**src/rtl/ser_tx_piso_if.sv**
```systemverilog
// ser_tx_piso_if: valid/ready word handshake feeding the serial transmitter.
//   in_data  - word to transmit (master -> slave)
//   in_valid - in_data is valid (master -> slave)
//   in_ready - transmitter FIFO can accept a word (slave -> master)
interface ser_tx_piso_if #(
    parameter int DATA_W = 32
);
    logic [DATA_W-1:0] in_data;
    logic              in_valid;
    logic              in_ready;

    modport master (output in_data, output in_valid, input in_ready);
    modport slave  (input in_data, input in_valid, output in_ready);
endinterface

```
**src/rtl/ser_tx_piso.sv**
```systemverilog
// ser_tx_piso: buffered parallel-in serial-out transmitter with divided clock and frame chip select.
//   clk          - system clock, all logic on posedge
//   rst_n        - asynchronous active-low reset
//   i_bus        - word handshake (in_data/in_valid/in_ready) into the input FIFO
//   o_ser_clk    - serial clock, idles low, slave samples on rising edge
//   o_ser_out    - serial data, changes on ser_clk falling edge or at frame load
//   o_ser_cs_n   - active-low chip select, low for one frame
//   o_frame_done - one-cycle pulse at frame completion
//   o_busy       - FIFO non-empty or frame/gap in progress
//   o_fifo_level - words currently buffered
module ser_tx_piso #(
    parameter int DATA_W     = 32,
    parameter int FIFO_DEPTH = 4,
    parameter int CLK_DIV    = 1,
    parameter int MSB_FIRST  = 1,
    parameter int GAP        = 2
) (
    input  logic                             clk,
    input  logic                             rst_n,
    ser_tx_piso_if.slave                     i_bus,
    output logic                             o_ser_clk,
    output logic                             o_ser_out,
    output logic                             o_ser_cs_n,
    output logic                             o_frame_done,
    output logic                             o_busy,
    output logic [$clog2(FIFO_DEPTH+1)-1:0]  o_fifo_level
);
    localparam int LW = $clog2(FIFO_DEPTH + 1);
    localparam int PW = $clog2(FIFO_DEPTH);
    localparam int BW = $clog2(DATA_W + 1);
    localparam int DW = (CLK_DIV > 1) ? $clog2(CLK_DIV) : 1;
    localparam int GW = (GAP > 2) ? $clog2(GAP - 1) : 1;

    localparam logic [1:0] S_IDLE  = 2'd0;
    localparam logic [1:0] S_SHIFT = 2'd1;
    localparam logic [1:0] S_GAP   = 2'd2;

    logic [DATA_W-1:0] r_mem [FIFO_DEPTH];
    logic [PW-1:0]     r_wr, r_rd;
    logic [LW-1:0]     r_level;
    logic [1:0]        r_state;
    logic [DATA_W-1:0] r_sh;
    logic [BW-1:0]     r_bit;
    logic [DW-1:0]     r_div;
    logic [GW-1:0]     r_gap;
    logic              r_sclk, r_out, r_cs_n, r_done;

    logic              w_push, w_pop, w_div_tc, w_first, w_nbit;
    logic [DATA_W-1:0] w_head, w_next;

    assign i_bus.in_ready = r_level < LW'(FIFO_DEPTH);
    assign w_push   = i_bus.in_valid && i_bus.in_ready;
    assign w_pop    = (r_state == S_IDLE) && (r_level != '0);
    assign w_head   = r_mem[r_rd];
    assign w_first  = (MSB_FIRST != 0) ? w_head[DATA_W-1] : w_head[0];
    assign w_next   = (MSB_FIRST != 0) ? {r_sh[DATA_W-2:0], 1'b0} : {1'b0, r_sh[DATA_W-1:1]};
    assign w_nbit   = (MSB_FIRST != 0) ? w_next[DATA_W-1] : w_next[0];
    assign w_div_tc = r_div == DW'(CLK_DIV - 1);

    assign o_ser_clk    = r_sclk;
    assign o_ser_out    = r_out;
    assign o_ser_cs_n   = r_cs_n;
    assign o_frame_done = r_done;
    assign o_fifo_level = r_level;
    assign o_busy       = (r_state != S_IDLE) || (r_level != '0);

    always_ff @(posedge clk) begin
        if (w_push) r_mem[r_wr] <= i_bus.in_data;
    end

    always_ff @(posedge clk or negedge rst_n) begin
        if (!rst_n) begin
            r_wr    <= '0;
            r_rd    <= '0;
            r_level <= '0;
        end else begin
            if (w_push) r_wr <= r_wr + PW'(1);
            if (w_pop) r_rd <= r_rd + PW'(1);
            r_level <= r_level + LW'(w_push) - LW'(w_pop);
        end
    end

    // The GAP state covers GAP-1 high cycles; the IDLE cycle that pops the
    // next word supplies the last one, so cs_n stays high max(GAP,1) cycles.
    always_ff @(posedge clk or negedge rst_n) begin
        if (!rst_n) begin
            r_state <= S_IDLE;
            r_sh    <= '0;
            r_bit   <= '0;
            r_div   <= '0;
            r_gap   <= '0;
            r_sclk  <= 1'b0;
            r_out   <= 1'b0;
            r_cs_n  <= 1'b1;
            r_done  <= 1'b0;
        end else begin
            r_done <= 1'b0;
            case (r_state)
                S_IDLE: begin
                    if (r_level != '0) begin
                        r_sh    <= w_head;
                        r_out   <= w_first;
                        r_cs_n  <= 1'b0;
                        r_bit   <= BW'(DATA_W);
                        r_div   <= '0;
                        r_sclk  <= 1'b0;
                        r_state <= S_SHIFT;
                    end
                end
                S_SHIFT: begin
                    r_div <= w_div_tc ? '0 : r_div + DW'(1);
                    if (w_div_tc) begin
                        r_sclk <= ~r_sclk;
                        if (!r_sclk) begin
                            r_bit <= r_bit - BW'(1);
                        end else if (r_bit != '0) begin
                            r_sh  <= w_next;
                            r_out <= w_nbit;
                        end else begin
                            r_cs_n  <= 1'b1;
                            r_out   <= 1'b0;
                            r_done  <= 1'b1;
                            r_gap   <= '0;
                            r_state <= (GAP > 1) ? S_GAP : S_IDLE;
                        end
                    end
                end
                S_GAP: begin
                    r_gap <= r_gap + GW'(1);
                    if (r_gap == GW'(GAP - 2)) r_state <= S_IDLE;
                end
                default: r_state <= S_IDLE;
            endcase
        end
    end
endmodule

```
**src/flat_wrapper.sv**
```systemverilog
// flat-port wrapper written by rule: the top's interface ports become plain ports
module ser_tx_piso_flat 
#(
    parameter int DATA_W     = 32,
    parameter int FIFO_DEPTH = 4,
    parameter int CLK_DIV    = 1,
    parameter int MSB_FIRST  = 1,
    parameter int GAP        = 2
)
  (clk, rst_n, o_ser_clk, o_ser_out, o_ser_cs_n, o_frame_done, o_busy, o_fifo_level, i_bus_in_data, i_bus_in_valid, i_bus_in_ready);
  ser_tx_piso_if #(.DATA_W(DATA_W)) i_bus_i ();
  input  logic clk;
  input  logic rst_n;
  output logic o_ser_clk;
  output logic o_ser_out;
  output logic o_ser_cs_n;
  output logic o_frame_done;
  output logic o_busy;
  output logic [$clog2(FIFO_DEPTH+1)-1:0] o_fifo_level;
  input wire logic [$bits(i_bus_i.in_data)-1:0] i_bus_in_data;
  input wire logic [$bits(i_bus_i.in_valid)-1:0] i_bus_in_valid;
  output wire logic [$bits(i_bus_i.in_ready)-1:0] i_bus_in_ready;
  assign i_bus_i.in_data = i_bus_in_data;
  assign i_bus_i.in_valid = i_bus_in_valid;
  assign i_bus_in_ready = i_bus_i.in_ready;
  ser_tx_piso #(.DATA_W(DATA_W), .FIFO_DEPTH(FIFO_DEPTH), .CLK_DIV(CLK_DIV), .MSB_FIRST(MSB_FIRST), .GAP(GAP)) u_core (.clk(clk), .rst_n(rst_n), .i_bus(i_bus_i), .o_ser_clk(o_ser_clk), .o_ser_out(o_ser_out), .o_ser_cs_n(o_ser_cs_n), .o_frame_done(o_frame_done), .o_busy(o_busy), .o_fifo_level(o_fifo_level));
endmodule
```
**config.mk**
```make
export PLATFORM = sky130hd
export DESIGN_NAME = ser_tx_piso_flat
export DESIGN_NICKNAME = d
export VERILOG_FILES = /design/src/rtl/ser_tx_piso_if.sv /design/src/rtl/ser_tx_piso.sv /design/src/flat_wrapper.sv
export SDC_FILE = /design/constraint.sdc
export NUM_CORES = 1
export LEC_CHECK = 0
export ABC_AREA = 1
export BUFFER_PORTS_ARGS = -buffer_cell sky130_fd_sc_hd__buf_2
export CORE_MARGIN = 1.5
export CORE_UTILIZATION = 65
export DETAILED_ROUTE_END_ITERATION = 7
export PLACE_DENSITY = 0.84
export SLEW_MARGIN = 20
export SYNTH_ARGS = -nofsm -noshare
export SYNTH_HDL_FRONTEND = slang
export SYNTH_SLANG_ARGS = --single-unit
```
**constraint.sdc**
```tcl
create_clock -name clk -period 6.3 [get_ports clk]
set_clock_uncertainty 0.2 [all_clocks]
set_input_delay 0.315 -clock clk [delete_from_list [all_inputs] [get_ports clk]]
set_output_delay 0.315 -clock clk [all_outputs]
set_load 0.02 [all_outputs]
```
==> flow_metrics.env <==
export IMPL_fin_crit_sh_pct=48.75
export IMPL_rr_endpoint="u_core.r_sh[9]"
export IMPL_synth_cell_types=29
export IMPL_syn_nets=752
export IMPL_end_kind="flip-flop"
export IMPL_hold_path_class="input pin to flip-flop"
export IMPL_crit_arrival_ns=3.18
export IMPL_ir_worst_vdd_v=0.0002651
export IMPL_areaGrowthSynthToFinish_pct=16.22
export IMPL_fin_crit_ns=3.071
export IMPL_synthXorXnorAreaFrac_pct=0.5828
export IMPL_synth_compound_area_share_pct=2.748
export IMPL_postRouteAntennaNets=0
export IMPL_grt_start_max_net_pins=67
export IMPL_coreArea_sq_um=11320
export IMPL_max_freq_mhz=325.6
export IMPL_cts_max_level=4
export IMPL_rsz0062_at_grt="no"
export IMPL_final_cells=930
export IMPL_r2r_start="u_core.r_state[1]"
export IMPL_clkTransAtPathRegs_ns=0.07
export IMPL_synth_adder_area_share_pct=1.599
export IMPL_place_ws_ns=3.037
export IMPL_cts_sinks=179
export IMPL_post_place_cells=865
export IMPL_syn_area_sq_um=7513
export IMPL_ff2ff_path_depth=6
export IMPL_dp_hpwl_um=8389
export IMPL_io_buffers=43
export IMPL_dieArea_sq_um=12210
export IMPL_vias=5294
export IMPL_synth_mux_area_share_pct=0
export IMPL_drt_iter0_markers=454
export IMPL_die_w_um=110.5
export IMPL_rows=39
export IMPL_hp_start="i_bus_in_valid"
export IMPL_leakagePower_nw=3.755
export IMPL_gp_congestion=0.7901
export IMPL_diodes=0
export IMPL_overflow=0
export IMPL_post_cts_buffers=0
export IMPL_rrSetupSlack_ns=3.23
export IMPL_drive_above_1_share_pct=12.33
export IMPL_drc=0
export IMPL_critPathLaunchType="flip-flop"
export IMPL_whs_endpoint="u_core.r_wr[0]"
export IMPL_grt_pass1_vias=5273
export IMPL_track_usage_pct=26.68
export IMPL_drt_pass1_iterations=5
export IMPL_relSlewSlack_pct=28.30
export IMPL_vias_per_cell=5.692
export IMPL_synthCells=708
export IMPL_ioPinCount=44
export IMPL_status="finished, final reports clean"
export IMPL_critPathRequiredTime_ns=6.41
export IMPL_grt_pass1_wl_um=25210
export IMPL_max_slew_worst_pin_slew_ns=1.074
export IMPL_synth_seq_cells=179
export IMPL_avgSynthCellArea_sq_um=10.61
export IMPL_clockBufferDepth=2
export IMPL_setup_viol=0
export IMPL_cts_tree="done"
export IMPL_p_per_area_nw_per_um2=322.7
export IMPL_hold_viol=0
export IMPL_clk_latency_ns=0.43
export IMPL_power_mw=2.818
export IMPL_synth_top_family_by_area="simple AND/OR/NAND/NOR gates"
export IMPL_drv_cap=0
export IMPL_synth_warnings=0
export IMPL_fin_tns_setup_ns=0
export IMPL_nets=818
export IMPL_fin_ws_ns=3.229
export IMPL_hold_path_depth=3
export IMPL_wl_per_cell_um=16.86
export IMPL_cts_buffers=17
export IMPL_die_y_um=110.5
export IMPL_path_class="flip-flop to flip-flop"
export IMPL_seq_area_frac_synth_pct=68.16
export IMPL_yosys_area_share_simple_pct=22.70
export IMPL_antenna_found_initial=0
export IMPL_drv_slew=0
export IMPL_initial_core_util_pct=66.37
export IMPL_crit_path_max_fanout=37
export IMPL_wirelength_um=15680
export IMPL_root_buffer="clkbuf_16"
[registers in the layout, indices dropped and copies added, names as in the netlist]
signal	flops
u_core.o_fifo_level	3
u_core.r_bit	6
u_core.o_ser_cs_n	1
u_core.r_gap	1
u_core.r_state	2
u_core.r_rd	2
u_core.r_mem	128
u_core.o_ser_out	1
u_core.o_ser_clk	1
u_core.r_sh	31
u_core.r_wr	2
u_core.o_frame_done	1
[cell type report]
type | instances | area [sq um]
sequential | 179 | 5125
clock buffer | 17 | 425.4
clock inverter | 15 | 195.2
tap | 143 | 178.9
timing repair buffer | 83 | 598.1
inverter | 33 | 123.9
multi-input combinational | 460 | 2086
fill | 696 | 2589
[worst max-delay path by stage]
stage	cells past startpoint	from	to
after CTS	8	u_core.r_rd[0]	u_core.r_sh[26]
after detailed placement	8	u_core.r_rd[0]	u_core.r_sh[21]
after global placement	8	u_core.r_rd[0]	u_core.r_sh[15]
after floorplan	3	u_core.o_fifo_level[2]	u_core.r_mem[0][0]
after global routing	6	u_core.r_state[1]	u_core.r_sh[26]
final	6	u_core.r_state[1]	u_core.r_sh[9]
[report_power, final]
part           internal [mW]  switching [mW]  total, mW
Sequential              1.41          0.0421       1.45
Clock                  0.635           0.461       1.10
Combinational         0.0885           0.183      0.271
[metrics by stage]
stage	hold slack (ns)	util [%]	area, sq um
floorplan	-0.1806	-	7513
global placement	0.2489	68.71	7779
detailed placement	0.2659	68.71	7779
CTS	0.1610	77.11	8730
global route	0.2110	77.13	8732
finish	0.1729	77.13	8732
[metal layers]
metal  up-vias  track usage, %  share of wire [%]
met5         -               0                  0
met4         0           11.88                2.4
met3        38           5.543                6.9
met2       205           44.94                 51
met1      2560           33.71                 40
li1       2491               -                  -
[synthesized netlist by cell type]
cell type  number  share of area (%)
o21ai_0        29                1.9
buf_1           1              0.050
clkbuf_1        6               0.30
clkbuf_2        2               0.13
xnor2_1         2               0.23
nor2_4          2               0.30
edfxtp_1      128                 51
o21ai_1        10               0.67
dfstp_2         1               0.35
a31oi_1         1              0.083
inv_2           2               0.10
ha_1            8                1.3
nor2_8          1               0.27
nand3_1       100                6.7
nand2_1       278                 14
nand3_2         1               0.13
buf_2          23                1.5
fa_1            1               0.27
inv_1          31                1.5
a21oi_1         1              0.067
nand3b_1        1               0.10
nand4_1         1              0.083
xor2_1          3               0.35
buf_6           3               0.45
nand2_2         1              0.083
nor2_1         19               0.95
dfrtp_1        50                 17
buf_4           1               0.10
nand3_4         1               0.23
[placed cells by master (no fill, tap or decap), types with 2 or more instances in the layout]
cell type / Yosys / layout
edfxtp_1: 128 / 128
nor2_4: 2 / 2
bufinv_16: 0 / 3
nand3_1: 100 / 100
clkbuf_16: 0 / 17
xnor2_1: 2 / 2
clkinvlp_4: 0 / 4
o21ai_0: 29 / 29
buf_2: 23 / 43
nor2_1: 19 / 15
dlygate4sd3_1: 0 / 33
dfrtp_1: 50 / 49
inv_2: 2 / 3
xor2_1: 3 / 3
nand2_1: 278 / 278
o21ai_1: 10 / 10
inv_6: 0 / 5
nor2_2: 0 / 4
buf_4: 1 / 7
ha_1: 8 / 8
inv_1: 31 / 30
inv_8: 0 / 2
[what timing repair did]
item / 4_1_cts / 5_1_grt
hold buffers: 33 / 0
hold endpoints to repair: 178 / 0
resized for setup: 0 / 0
[worst max-delay path: stages, from the launching register on]
cell and delay, ns:
dfrtp_1 0.46, nor2_8 0.47, inv_2 0.43, nor2_4 0.77
nor2_4 0.33, nand2_1 0.17, nand2_1 0.09
[kinds of logic (layout without fill, tap and decap cells)]
group,Yosys count,count (layout)
adders and majority gates,9,9
and+or+nand+nor,405,405
buffers and inverters,69,148
DFF,179,179
xor gates and xnor gates,5,5
AOI/OAI and AO/OA,41,41
(Power assumes the default switching activity.)
